$ cat src/rtl/fetch_prefetch_queue_pkg.sv
// Shared constants, fetch FSM state encoding and a small opcode helper for
// the instruction prefetch queue.
package fetch_prefetch_queue_pkg;

    // Low two bits of a halfword that mark a full 32-bit instruction.
    localparam logic [1:0] RVC_OPCODE_32 = 2'b11;

    // Width of one queue entry and of a compressed instruction.
    localparam int HALFWORD = 16;

    // Bytes in one fetched memory word and in one halfword.
    localparam int WORD_BYTES = 4;
    localparam int HALF_BYTES = 2;

    // Fetch FSM: idle, request in flight, request in flight whose data is discarded.
    typedef enum logic [1:0] {
        FS_IDLE = 2'd0,
        FS_REQ  = 2'd1,
        FS_DROP = 2'd2
    } fetch_state_e;

    // True when the halfword starts a 32-bit instruction.
    function automatic logic is_rvc32(input logic [HALFWORD-1:0] h);
        return h[1:0] == RVC_OPCODE_32;
    endfunction

endpackage

$ cat src/rtl/fetch_prefetch_queue_hw_fifo.sv
// Halfword FIFO: one or two entries pushed and popped per cycle, flush
// clears everything. The two oldest entries are always visible at the head.
module fetch_prefetch_queue_hw_fifo
    import fetch_prefetch_queue_pkg::*;
#(
    parameter int DEPTH = 4
) (
    input  logic                    clk,
    input  logic                    rst,
    input  logic                    i_flush,
    input  logic                    i_push,
    input  logic                    i_push2,
    input  logic [HALFWORD-1:0]     i_din0,
    input  logic [HALFWORD-1:0]     i_din1,
    input  logic                    i_pop,
    input  logic                    i_pop2,
    output logic [$clog2(DEPTH):0]  o_count,
    output logic [HALFWORD-1:0]     o_head0,
    output logic [HALFWORD-1:0]     o_head1
);

    localparam int PW = $clog2(DEPTH);

    logic [HALFWORD-1:0] r_mem [DEPTH];
    logic [PW-1:0]       r_wr;
    logic [PW-1:0]       r_rd;
    logic [PW:0]         r_count;

    logic [PW-1:0]       w_wr1;
    logic [PW-1:0]       w_rd1;
    logic [PW:0]         w_push_n;
    logic [PW:0]         w_pop_n;

    // Pointers wrap naturally because DEPTH is a power of two.
    assign w_wr1    = r_wr + PW'(1);
    assign w_rd1    = r_rd + PW'(1);
    assign w_push_n = i_push ? (i_push2 ? (PW+1)'(2) : (PW+1)'(1)) : '0;
    assign w_pop_n  = i_pop  ? (i_pop2  ? (PW+1)'(2) : (PW+1)'(1)) : '0;

    // Storage write; contents need no reset since count gates their use.
    always_ff @(posedge clk) begin
        if (i_push && !i_flush) begin
            r_mem[r_wr] <= i_din0;
            if (i_push2) begin
                r_mem[w_wr1] <= i_din1;
            end
        end
    end

    // Pointer and occupancy tracking; flush wins over push and pop.
    always_ff @(posedge clk or posedge rst) begin
        if (rst) begin
            r_wr    <= '0;
            r_rd    <= '0;
            r_count <= '0;
        end else if (i_flush) begin
            r_wr    <= '0;
            r_rd    <= '0;
            r_count <= '0;
        end else begin
            r_wr    <= r_wr + w_push_n[PW-1:0];
            r_rd    <= r_rd + w_pop_n[PW-1:0];
            r_count <= r_count + w_push_n - w_pop_n;
        end
    end

    assign o_count = r_count;
    assign o_head0 = r_mem[r_rd];
    assign o_head1 = r_mem[w_rd1];

endmodule

$ cat src/rtl/fetch_prefetch_queue.sv
// Instruction prefetch queue: fetches aligned words over req/ack, buffers
// them as halfwords and presents 16/32-bit instructions with their PC on a
// valid/ready interface. A redirect flushes the queue and restarts fetch.
module fetch_prefetch_queue
    import fetch_prefetch_queue_pkg::*;
#(
    parameter int ADDR_W   = 8,
    parameter int QDEPTH   = 4,
    parameter int RESET_PC = 0
) (
    input  logic              clk,
    input  logic              rst,
    input  logic              redirect_in,
    input  logic [ADDR_W-1:0] redirect_addr_in,
    output logic              imem_req_out,
    output logic [ADDR_W-1:0] imem_addr_out,
    input  logic              imem_ack_in,
    input  logic [31:0]       imem_rdata_in,
    output logic              inst_valid_out,
    input  logic              inst_ready_in,
    output logic [31:0]       inst_out,
    output logic [ADDR_W-1:0] inst_pc_out,
    output logic              inst_step_out
);

    localparam int                CW       = $clog2(QDEPTH) + 1;
    localparam logic [ADDR_W-1:0] RST_PC   = ADDR_W'(RESET_PC);
    localparam logic [ADDR_W-1:0] HW_MASK  = ~ADDR_W'(HALF_BYTES - 1);
    localparam logic [ADDR_W-1:0] WD_MASK  = ~ADDR_W'(WORD_BYTES - 1);
    // A new request is only issued when two free slots remain, so a full
    // word always fits when its ack arrives.
    localparam logic [CW:0]       ROOM_MAX = (CW+1)'(QDEPTH - 2);

    fetch_state_e        r_state;
    fetch_state_e        w_state_nxt;
    logic                r_req;
    logic [ADDR_W-1:0]   r_addr;
    logic [ADDR_W-1:0]   w_addr_nxt;
    logic                r_skip;
    logic                w_skip_nxt;
    logic [ADDR_W-1:0]   r_drop_addr;
    logic [ADDR_W-1:0]   w_drop_addr_nxt;
    logic [ADDR_W-1:0]   r_pc;

    logic                w_push;
    logic                w_push2;
    logic [HALFWORD-1:0] w_din0;
    logic [HALFWORD-1:0] w_din1;
    logic [CW-1:0]       w_count;
    logic [HALFWORD-1:0] w_head0;
    logic [HALFWORD-1:0] w_head1;

    logic                w_have1;
    logic                w_have2;
    logic                w_is32;
    logic [HALFWORD-1:0] w_h0;
    logic [HALFWORD-1:0] w_h1;
    logic                w_xfer;
    logic [CW:0]         w_pop_n;
    logic [CW:0]         w_cnt_after;

    fetch_prefetch_queue_hw_fifo #(
        .DEPTH (QDEPTH)
    ) u_fifo (
        .clk     (clk),
        .rst     (rst),
        .i_flush (redirect_in),
        .i_push  (w_push),
        .i_push2 (w_push2),
        .i_din0  (w_din0),
        .i_din1  (w_din1),
        .i_pop   (w_xfer),
        .i_pop2  (w_is32),
        .o_count (w_count),
        .o_head0 (w_head0),
        .o_head1 (w_head1)
    );

    // A misaligned start keeps only the upper halfword of the first word.
    assign w_push2 = !r_skip;
    assign w_din0  = r_skip ? imem_rdata_in[2*HALFWORD-1:HALFWORD]
                            : imem_rdata_in[HALFWORD-1:0];
    assign w_din1  = imem_rdata_in[2*HALFWORD-1:HALFWORD];

    // Instruction assembly at the queue head; masked so an empty queue reads as zero.
    assign w_have1        = (w_count != '0);
    assign w_have2        = (w_count >= CW'(2));
    assign w_is32         = w_have1 && is_rvc32(w_head0);
    assign w_h0           = w_have1 ? w_head0 : '0;
    assign w_h1           = w_have2 ? w_head1 : '0;
    assign inst_valid_out = !redirect_in && (w_is32 ? w_have2 : w_have1);
    assign inst_out       = w_is32 ? {w_h1, w_h0} : {{HALFWORD{1'b0}}, w_h0};
    assign inst_step_out  = w_have1 && !w_is32;
    assign inst_pc_out    = r_pc;
    assign w_xfer         = inst_valid_out && inst_ready_in;

    // Occupancy after this cycle's ack push and consumer pop, for the re-request decision.
    assign w_pop_n     = w_xfer ? (w_is32 ? (CW+1)'(2) : (CW+1)'(1)) : '0;
    assign w_cnt_after = {1'b0, w_count} + (r_skip ? (CW+1)'(1) : (CW+1)'(2)) - w_pop_n;

    assign imem_req_out  = r_req;
    assign imem_addr_out = r_addr;

    // Fetch FSM next state: redirect first, then normal request sequencing.
    always_comb begin
        w_state_nxt     = r_state;
        w_addr_nxt      = r_addr;
        w_skip_nxt      = r_skip;
        w_drop_addr_nxt = r_drop_addr;
        w_push          = 1'b0;
        if (redirect_in) begin
            if (r_state != FS_IDLE && !imem_ack_in) begin
                // The in-flight response must still be absorbed before restarting.
                w_state_nxt     = FS_DROP;
                w_drop_addr_nxt = redirect_addr_in & HW_MASK;
            end else begin
                w_state_nxt = FS_IDLE;
                w_addr_nxt  = redirect_addr_in & WD_MASK;
                w_skip_nxt  = redirect_addr_in[1];
            end
        end else begin
            unique case (r_state)
                FS_IDLE: begin
                    if ({1'b0, w_count} <= ROOM_MAX) begin
                        w_state_nxt = FS_REQ;
                    end
                end
                FS_REQ: begin
                    if (imem_ack_in) begin
                        w_push      = 1'b1;
                        w_skip_nxt  = 1'b0;
                        w_addr_nxt  = r_addr + ADDR_W'(WORD_BYTES);
                        w_state_nxt = (w_cnt_after <= ROOM_MAX) ? FS_REQ : FS_IDLE;
                    end
                end
                FS_DROP: begin
                    if (imem_ack_in) begin
                        w_state_nxt = FS_REQ;
                        w_addr_nxt  = r_drop_addr & WD_MASK;
                        w_skip_nxt  = r_drop_addr[1];
                    end
                end
                default: w_state_nxt = FS_IDLE;
            endcase
        end
    end

    // Fetch FSM state, registered request and fetch address.
    always_ff @(posedge clk or posedge rst) begin
        if (rst) begin
            r_state     <= FS_IDLE;
            r_req       <= 1'b0;
            r_addr      <= RST_PC & WD_MASK;
            r_skip      <= RST_PC[1];
            r_drop_addr <= RST_PC & HW_MASK;
        end else begin
            r_state     <= w_state_nxt;
            r_req       <= (w_state_nxt != FS_IDLE);
            r_addr      <= w_addr_nxt;
            r_skip      <= w_skip_nxt;
            r_drop_addr <= w_drop_addr_nxt;
        end
    end

    // Head PC: jumps on redirect, otherwise steps by the consumed instruction size.
    always_ff @(posedge clk or posedge rst) begin
        if (rst) begin
            r_pc <= RST_PC;
        end else if (redirect_in) begin
            r_pc <= redirect_addr_in & HW_MASK;
        end else if (w_xfer) begin
            r_pc <= r_pc + (w_is32 ? ADDR_W'(WORD_BYTES) : ADDR_W'(HALF_BYTES));
        end
    end

endmodule

$ cat config.mk
export PLATFORM = sky130hd
export DESIGN_NAME = fetch_prefetch_queue
export DESIGN_NICKNAME = d
export VERILOG_FILES = /design/src/rtl/fetch_prefetch_queue_pkg.sv /design/src/rtl/fetch_prefetch_queue_hw_fifo.sv /design/src/rtl/fetch_prefetch_queue.sv
export SDC_FILE = /design/constraint.sdc
export NUM_CORES = 1
export LEC_CHECK = 0
export ABC_AREA = 1
export CAP_MARGIN = 10
export CELL_PAD_IN_SITES_DETAIL_PLACEMENT = 0
export CELL_PAD_IN_SITES_GLOBAL_PLACEMENT = 1
export CORE_ASPECT_RATIO = 1.25
export CORE_MARGIN = 4
export CORE_UTILIZATION = 30
export CTS_CLUSTER_SIZE = 25
export DETAILED_ROUTE_END_ITERATION = 12
export PLACE_DENSITY = 0.74
export SLEW_MARGIN = 25
export SYNTH_ARGS = -nofsm -noshare
export SYNTH_HDL_FRONTEND = slang
export SYNTH_SLANG_ARGS = --single-unit
$ cat constraint.sdc
create_clock -name clk -period 4.1 [get_ports clk]
set_clock_uncertainty 0.1 [all_clocks]
set_input_delay 0.41 -clock clk [delete_from_list [all_inputs] [get_ports clk]]
set_output_delay 0.41 -clock clk [all_outputs]
set_load 0.01 [all_outputs]
==> results of run 1 <==
-- placed cells by master (no fill, tap or decap), types with 2 or more instances in the layout --
master	synthesis	final
fa_1	5	5
ha_1	10	10
buf_4	3	10
inv_6	1	2
inv_2	7	7
edfxtp_1	64	64
nand3_4	2	2
clkdlybuf4s50_1	0	91
o211ai_1	17	17
mux2_2	4	4
inv_1	67	67
conb_1	1	3
xor2_1	5	5
a31oi_1	16	16
o21ai_0	71	71
o21ai_1	49	49
clkbuf_16	0	9
xnor2_1	3	3
o21ai_2	16	16
bufinv_16	0	2
a21oi_1	31	31
nor2_2	2	2
dfrtp_1	31	30
nand3_1	31	31
nand2_2	5	5
clkinv_4	0	3
nand2_4	6	6
nand2_1	198	198
nand3_2	2	2
nor2_1	54	54
-- stage by stage --
step / total power [mW] / cells / hold WS (ps)
4_1_cts: 4.33 / 1096 / 358
6_report: 4.29 / 1096 / 350
3_3_place_gp: 3.37 / 1080 / 384
2_1_floorplan: 2.69 / 754 / 361
5_1_grt: 4.63 / 1096 / 413
3_5_place_dp: 3.39 / 1080 / 390
-- where the power goes --
group	internal [mW]	leakage [nW]	switching, mW
logic	0.821	1.99	1.15
clock network	0.540	0.157	0.380
registers	1.27	0.965	0.127
-- worst max-delay path by stage --
stage                 startpoint            to  slack [ps]  cells past startpoint
2_1_floorplan     u_fifo.r_rd[0]  imem_req_out        1210                     22
3_3_place_gp   u_fifo.o_count[1]  imem_req_out         780                     18
3_5_place_dp   u_fifo.o_count[1]  imem_req_out         770                     18
4_1_cts           u_fifo.r_rd[0]  inst_out[24]         700                      7
5_1_grt        u_fifo.o_count[1]    r_state[0]         390                     18
6_report          u_fifo.r_rd[0]  inst_out[24]         700                      7
-- logic make-up after synthesis --
group,count (synthesis),share of synthesized area [%]
AO/OA/AOI/OAI,204,18.9
XOR/XNOR,8,1.15
adder cells (fa/ha/maj),15,3.68
buffers and inverters,120,9.52
flip-flops,95,44.1
multiplexers,4,0.737
other,1,0.0613
AND/OR/NAND/NOR,305,21.8
-- metal layers --
metal | routed length, um | part of all wire, % | track usage, % | vias up
li1 | - | - | - | 2661
met1 | 7000 | 42 | 18.2 | 2352
met2 | 8390 | 50 | 26.4 | 148
met3 | 897 | 5.4 | 2.67 | 28
met4 | 411 | 2.5 | 6.18 | 0
met5 | 0 | 0 | 0 | -
-- sequential cells by signal, indices dropped and copies added, names as in the netlist --
register and count:
inst_pc_out 7, u_fifo.o_count 3, imem_req_out 1, r_skip 1, u_fifo.r_rd 2, r_drop_addr 7
imem_addr_out 6, u_fifo.r_mem 64, u_fifo.r_wr 2, r_state 2
-- worst register-to-register path, stage by stage (launching register included) --
cell and delay (ps):
dfrtp_1 410, nor2_1 230, nand2_1 150, inv_2 340, nor2_1 180, nand3_4 190, nor2_1 90, ha_1 270
inv_1 50, ha_1 200, fa_1 380, xor2_1 170, a21oi_1 130, nand3_1 80, nand2_1 60, nand2_1 40
nand2_1 60, nand2_1 60, nand2_1 70
-- area by class of cell --
type / count / area (um2)
fill: 2067 / 12600
multi-input combinational: 539 / 2850
sequential: 95 / 2700
timing repair buffer: 101 / 986
tap: 270 / 338
inverter: 75 / 287
clock buffer: 10 / 229
clock inverter: 6 / 95.1
==> results.py, run 1 <==
metrics = {
    "worst_hold_path": {
        "min_path_type": "in -> async",
    },
    "synth": {
        "synth-main-ff-cell": "edfxtp_1",
        "synth_top_cell_area_share_pct": 31.4,
        "ys_warn_count": 0,
        "synth_seq_area_share_pct": 44.1,
        "synth_cells": 752,
        "synth.most_common_cell": "nand2_1",
        "ys_ff_latch": 95,
        "yosys-top-cells-count": "nand2_1 (198), o21ai_0 (71), inv_1 (67)",
        "synth_edf_count": 64,
        "netlist_area_mm2": 0.00611,
        "ys_async_sr_fraction_pct": 32.6,
        "synth_top_area_cell": "edfxtp_1",
        "synth_area_leaders": "edfxtp_1 (31%), dfrtp_1 (13%), nand2_1 (12%)",
        "ys_types": 39,
        "syn_avg_cell_area_um2": 8.13,
    },
    "worst_setup_path": {
        "cp-end-kind": "output pin",
        "path_buf_inv": 4,
        "arrival_ps": 2890,
        "critPathMostFrequentCell": "buf_4",
        "rr_endpoint": "imem_req_out",
        "rr_startpoint": "u_fifo.o_count[1]",
        "critPathKind": "reg -> out",
        "path_delay_family": "buffers and inverters",
        "cp_data_required_time_ps": 3590,
        "ff2ff_setup_slack_ps": 780,
        "cp_max_fo": 39,
        "cp_slowest_stage_delay_ps": 580,
        "critPathSlowestCell": "clkdlybuf4s50_1",
        "reg2reg_depth": 18,
        "start_kind": "flip-flop",
        "path_cells": "buf_4 > buf_4 > nor2_1 > inv_1 > nand2_1 > a31oi_1 > clkdlybuf4s50_1",
    },
    "global_routing": {
        "grt_pass1_wl_mm": 26.8,
        "grt_max_degree": 48,
        "grt.overflow.total": 0,
        "grt_pass1_vias": 5147,
        "track_usage_pct": 15.1,
        "antenna_found_initial": 0,
    },
    "cts": {
        "clock-root-buffer": "clkbuf_16",
        "postCtsSetupBuffers": 0,
        "numCtsBuffers": 9,
        "cts_resized": 0,
        "clkTransAtPathRegs_ps": 70,
        "clockBufferDepth": 2,
        "htree_num_levels": 3,
        "cts_tree": "built",
        "numClockSinks": 95,
        "cts_hold_buf": 0,
        "insertion_delay_ps": 350,
    },
    "routing": {
        "wl_per_cell_um": 15.2,
        "ant_nets": 0,
        "dr.pass1.iters": 5,
        "wl_mm": 16.7,
        "via_per_inst": 4.73,
        "drcViolationCount": 0,
        "drtIter0Drc": 339,
        "vias": 5189,
    },
    "place": {
        "detailed_place_hpwl_mm": 11.6,
        "preCtsSetupSlack_ps": 772,
        "place_congestion": 0.794,
        "port_buffers": 91,
        "placed_area_mm2": 0.00716,
    },
    "layout": {
        "drive_gt1_share_pct": 9.32,
        "final_nets": 881,
        "area_growth_pct": 22.3,
        "design_area_mm2": 0.00748,
        "diodes": 0,
        "fin_util_pct": 37.2,
    },
    "timing": {
        "hold_violations": 0,
        "slew_violations": 0,
        "worst_slack_ps": 698,
        "fin_crit_sh_pct": 83.0,
        "rsz0062_at_grt": "no",
        "setup-tns-final_ps": 0,
        "relSlewSlack_pct": 39.8,
        "max_freq_mhz": 294,
        "fin_crit_ps": 3400,
        "setup_viol": 0,
        "tightestPinTransition_ps": 901,
    },
    "pwr": {
        "vdd_drop_max_mv": 0.265,
        "leakagePower_nw": 3.11,
        "powerDensity_mw_per_mm2": 573,
    },
    "die": {
        "start_util_pct": 30.4,
        "die_area_mm2": 0.0227,
        "design.core.area_mm2": 0.0201,
        "rows": 58,
        "die_w_um": 136,
        "io_pins": 96,
        "die_h_um": 168,
    },
    "run_status": {
        "status": "complete, no violations",
    },
    "run": {
        "drv_cap": 0,
    },
}
Note: power is estimated with default switching activity, not from simulation.
==> inputs of run 2 (changes only) <==
- clock period: 4.1 -> 3.2 ns (I/O delays scaled with it)
==> results.py, run 2 (same netlist as run 1, synthesis figures left out) <==
metrics = {
    "place": {
        "port_buffers": 91,
        "place_congestion": 0.800,
        "detailed_place_hpwl_mm": 12.1,
        "placed_area_mm2": 0.00725,
    },
    "worst_setup_path": {
        "path_cells": "inv_4 > nand2_1 > nand3_1 > nand2_4 > nor2_4 > nand2_2 > a31oi_1 > clkdlybuf4s50_1",
        "cp-end-kind": "output pin",
        "cp_data_required_time_ps": 2780,
        "ff2ff_setup_slack_ps": 310,
        "critPathSlowestCell": "clkdlybuf4s50_1",
        "arrival_ps": 2530,
        "critPathKind": "reg -> out",
        "rr_startpoint": "u_fifo.r_rd[0]",
        "path_buf_inv": 2,
        "start_kind": "flip-flop",
        "path_delay_family": "buffers and inverters",
        "reg2reg_depth": 19,
        "cp_slowest_stage_delay_ps": 600,
        "cp_max_fo": 16,
        "rr_endpoint": "imem_req_out",
    },
    "timing": {
        "max_freq_mhz": 339,
        "hold_violations": 0,
        "setup_viol": 0,
        "slew_violations": 0,
        "relSlewSlack_pct": 63.5,
        "rsz0062_at_grt": "no",
        "fin_crit_ps": 2950,
        "setup-tns-final_ps": 0,
        "tightestPinTransition_ps": 542,
        "fin_crit_sh_pct": 92.3,
    },
    "layout": {
        "largest_reg_flops": 64,
        "final_common_cell": "nand2_1",
        "diodes": 0,
        "fin_util_pct": 37.7,
        "final_cell_mix": "nand2_1 (198), clkdlybuf4s50_1 (91), o21ai_0 (71)",
        "design_area_mm2": 0.00759,
        "multiInputGateArea_mm2": 0.00287,
        "seq_area_mm2": 0.00270,
        "final_nets": 896,
        "area_growth_pct": 24.1,
        "fill_cells": 2075,
        "drive_gt1_share_pct": 11.7,
        "largest_register": "u_fifo.r_mem",
    },
    "pwr": {
        "p_comb_share_pct": 47.3,
        "p_switching_mw": 2.19,
        "leakagePower_nw": 3.17,
        "pwr-share-clk_pct": 19.9,
        "p_seq_share_pct": 32.9,
        "vdd_drop_max_mv": 0.400,
        "switching_share_pct": 40.1,
        "powerDensity_mw_per_mm2": 721,
        "p_int_mw": 3.27,
    },
    "cts": {
        "clock-root-buffer": "clkbuf_16",
        "cts_tree": "built",
        "htree_num_levels": 3,
        "insertion_delay_ps": 360,
        "clkTransAtPathRegs_ps": 70,
        "numCtsBuffers": 9,
        "clockBufferDepth": 2,
        "numClockSinks": 95,
    },
    "routing": {
        "ant_nets": 0,
        "drtIter0Drc": 347,
        "vias": 5267,
        "via_per_inst": 4.74,
        "dr.pass1.iters": 5,
        "wl_per_cell_um": 15.3,
        "drcViolationCount": 0,
        "wl_mm": 17.0,
    },
    "die": {
        "start_util_pct": 30.4,
        "die_w_um": 136,
        "die_area_mm2": 0.0227,
        "rows": 58,
        "die_h_um": 168,
        "io_pins": 96,
        "design.core.area_mm2": 0.0201,
    },
    "run": {
        "drv_cap": 0,
    },
    "global_routing": {
        "antenna_found_initial": 0,
        "grt_pass1_vias": 5059,
        "grt_max_degree": 39,
        "grt.overflow.total": 0,
        "grt_pass1_wl_mm": 26.7,
        "track_usage_pct": 15.0,
    },
    "run_status": {
        "status": "complete, no violations",
    },
    "worst_hold_path": {
        "min_path_type": "in -> async",
    },
}
==> run 2: changes by cell type in the layout (fill, tap and decap cells not counted), moves of 2 or more <==
cell       before  now
buf_4          10   25
nand3_1        31   29
nor2_1         54   52
clkinv_4        3    1
inv_8           0    2
bufinv_16       2    0
inv_6           2    4
==> run 2: power groups by stage <==
stage               logic, mW  clock network (mW)  registers [mW]
global route             2.92                1.15            1.83
finish                   2.59                1.09            1.80
detailed placement       2.57                   0            1.82
floorplan                1.64                   0            1.80
CTS                      2.59                1.10            1.79
global placement         2.55                   0            1.82
==> run 2: final cells by class <==
class,count,area share [%]
Inverter,75,3.81
Sequential cell,95,35.6
Clock inverter,6,0.759
Clock buffer,10,3.02
Multi-Input combinational cell,539,37.9
Timing Repair Buffer,116,14.5
Tap cell,270,4.45
==> run 2: per-stage QoR <==
step	setup slack, ps	instances	power [mW]	hold WS [ps]
final	246	1111	5.47	268
after global routing	4.95	1111	5.90	345
after CTS	52.3	1109	5.48	294
after detailed placement	155	1093	4.39	391
after global placement	126	1093	4.37	384
after floorplan	307	754	3.45	324
==> run 2: worst max-delay path by stage <==
stage	startpoint	end	slack, ps	depth (start not counted)
after floorplan	u_fifo.r_rd[0]	imem_req_out	310	22
after global placement	redirect_in	imem_req_out	130	13
after detailed placement	redirect_in	imem_req_out	150	13
after CTS	u_fifo.r_rd[1]	inst_out[24]	50	6
after global routing	u_fifo.r_rd[1]	imem_req_out	5	18
final	u_fifo.r_rd[0]	inst_out[24]	250	8
==> run 2: timing repair <==
item | in CTS | in global routing
resized for setup | 0 | 9
buffers inserted | 0 | 2
hold buffers | 0 | 0
endpoints found under the setup margin | 0 | 8
==> run 2: tightest hold or removal path, delay by kind of cell <==
kind | cells | cell delay [ps]
buffers and inverters | 3 | 830
==> run 2: metal layers <==
metal  vias to the layer above  track usage, %  wire length [um]
met2                       143            25.6              8390
met1                      2403            18.6              7300
met5                         -               0                 0
met3                        33            2.25               857
met4                         0            7.10               501
li1                       2688               -                 -
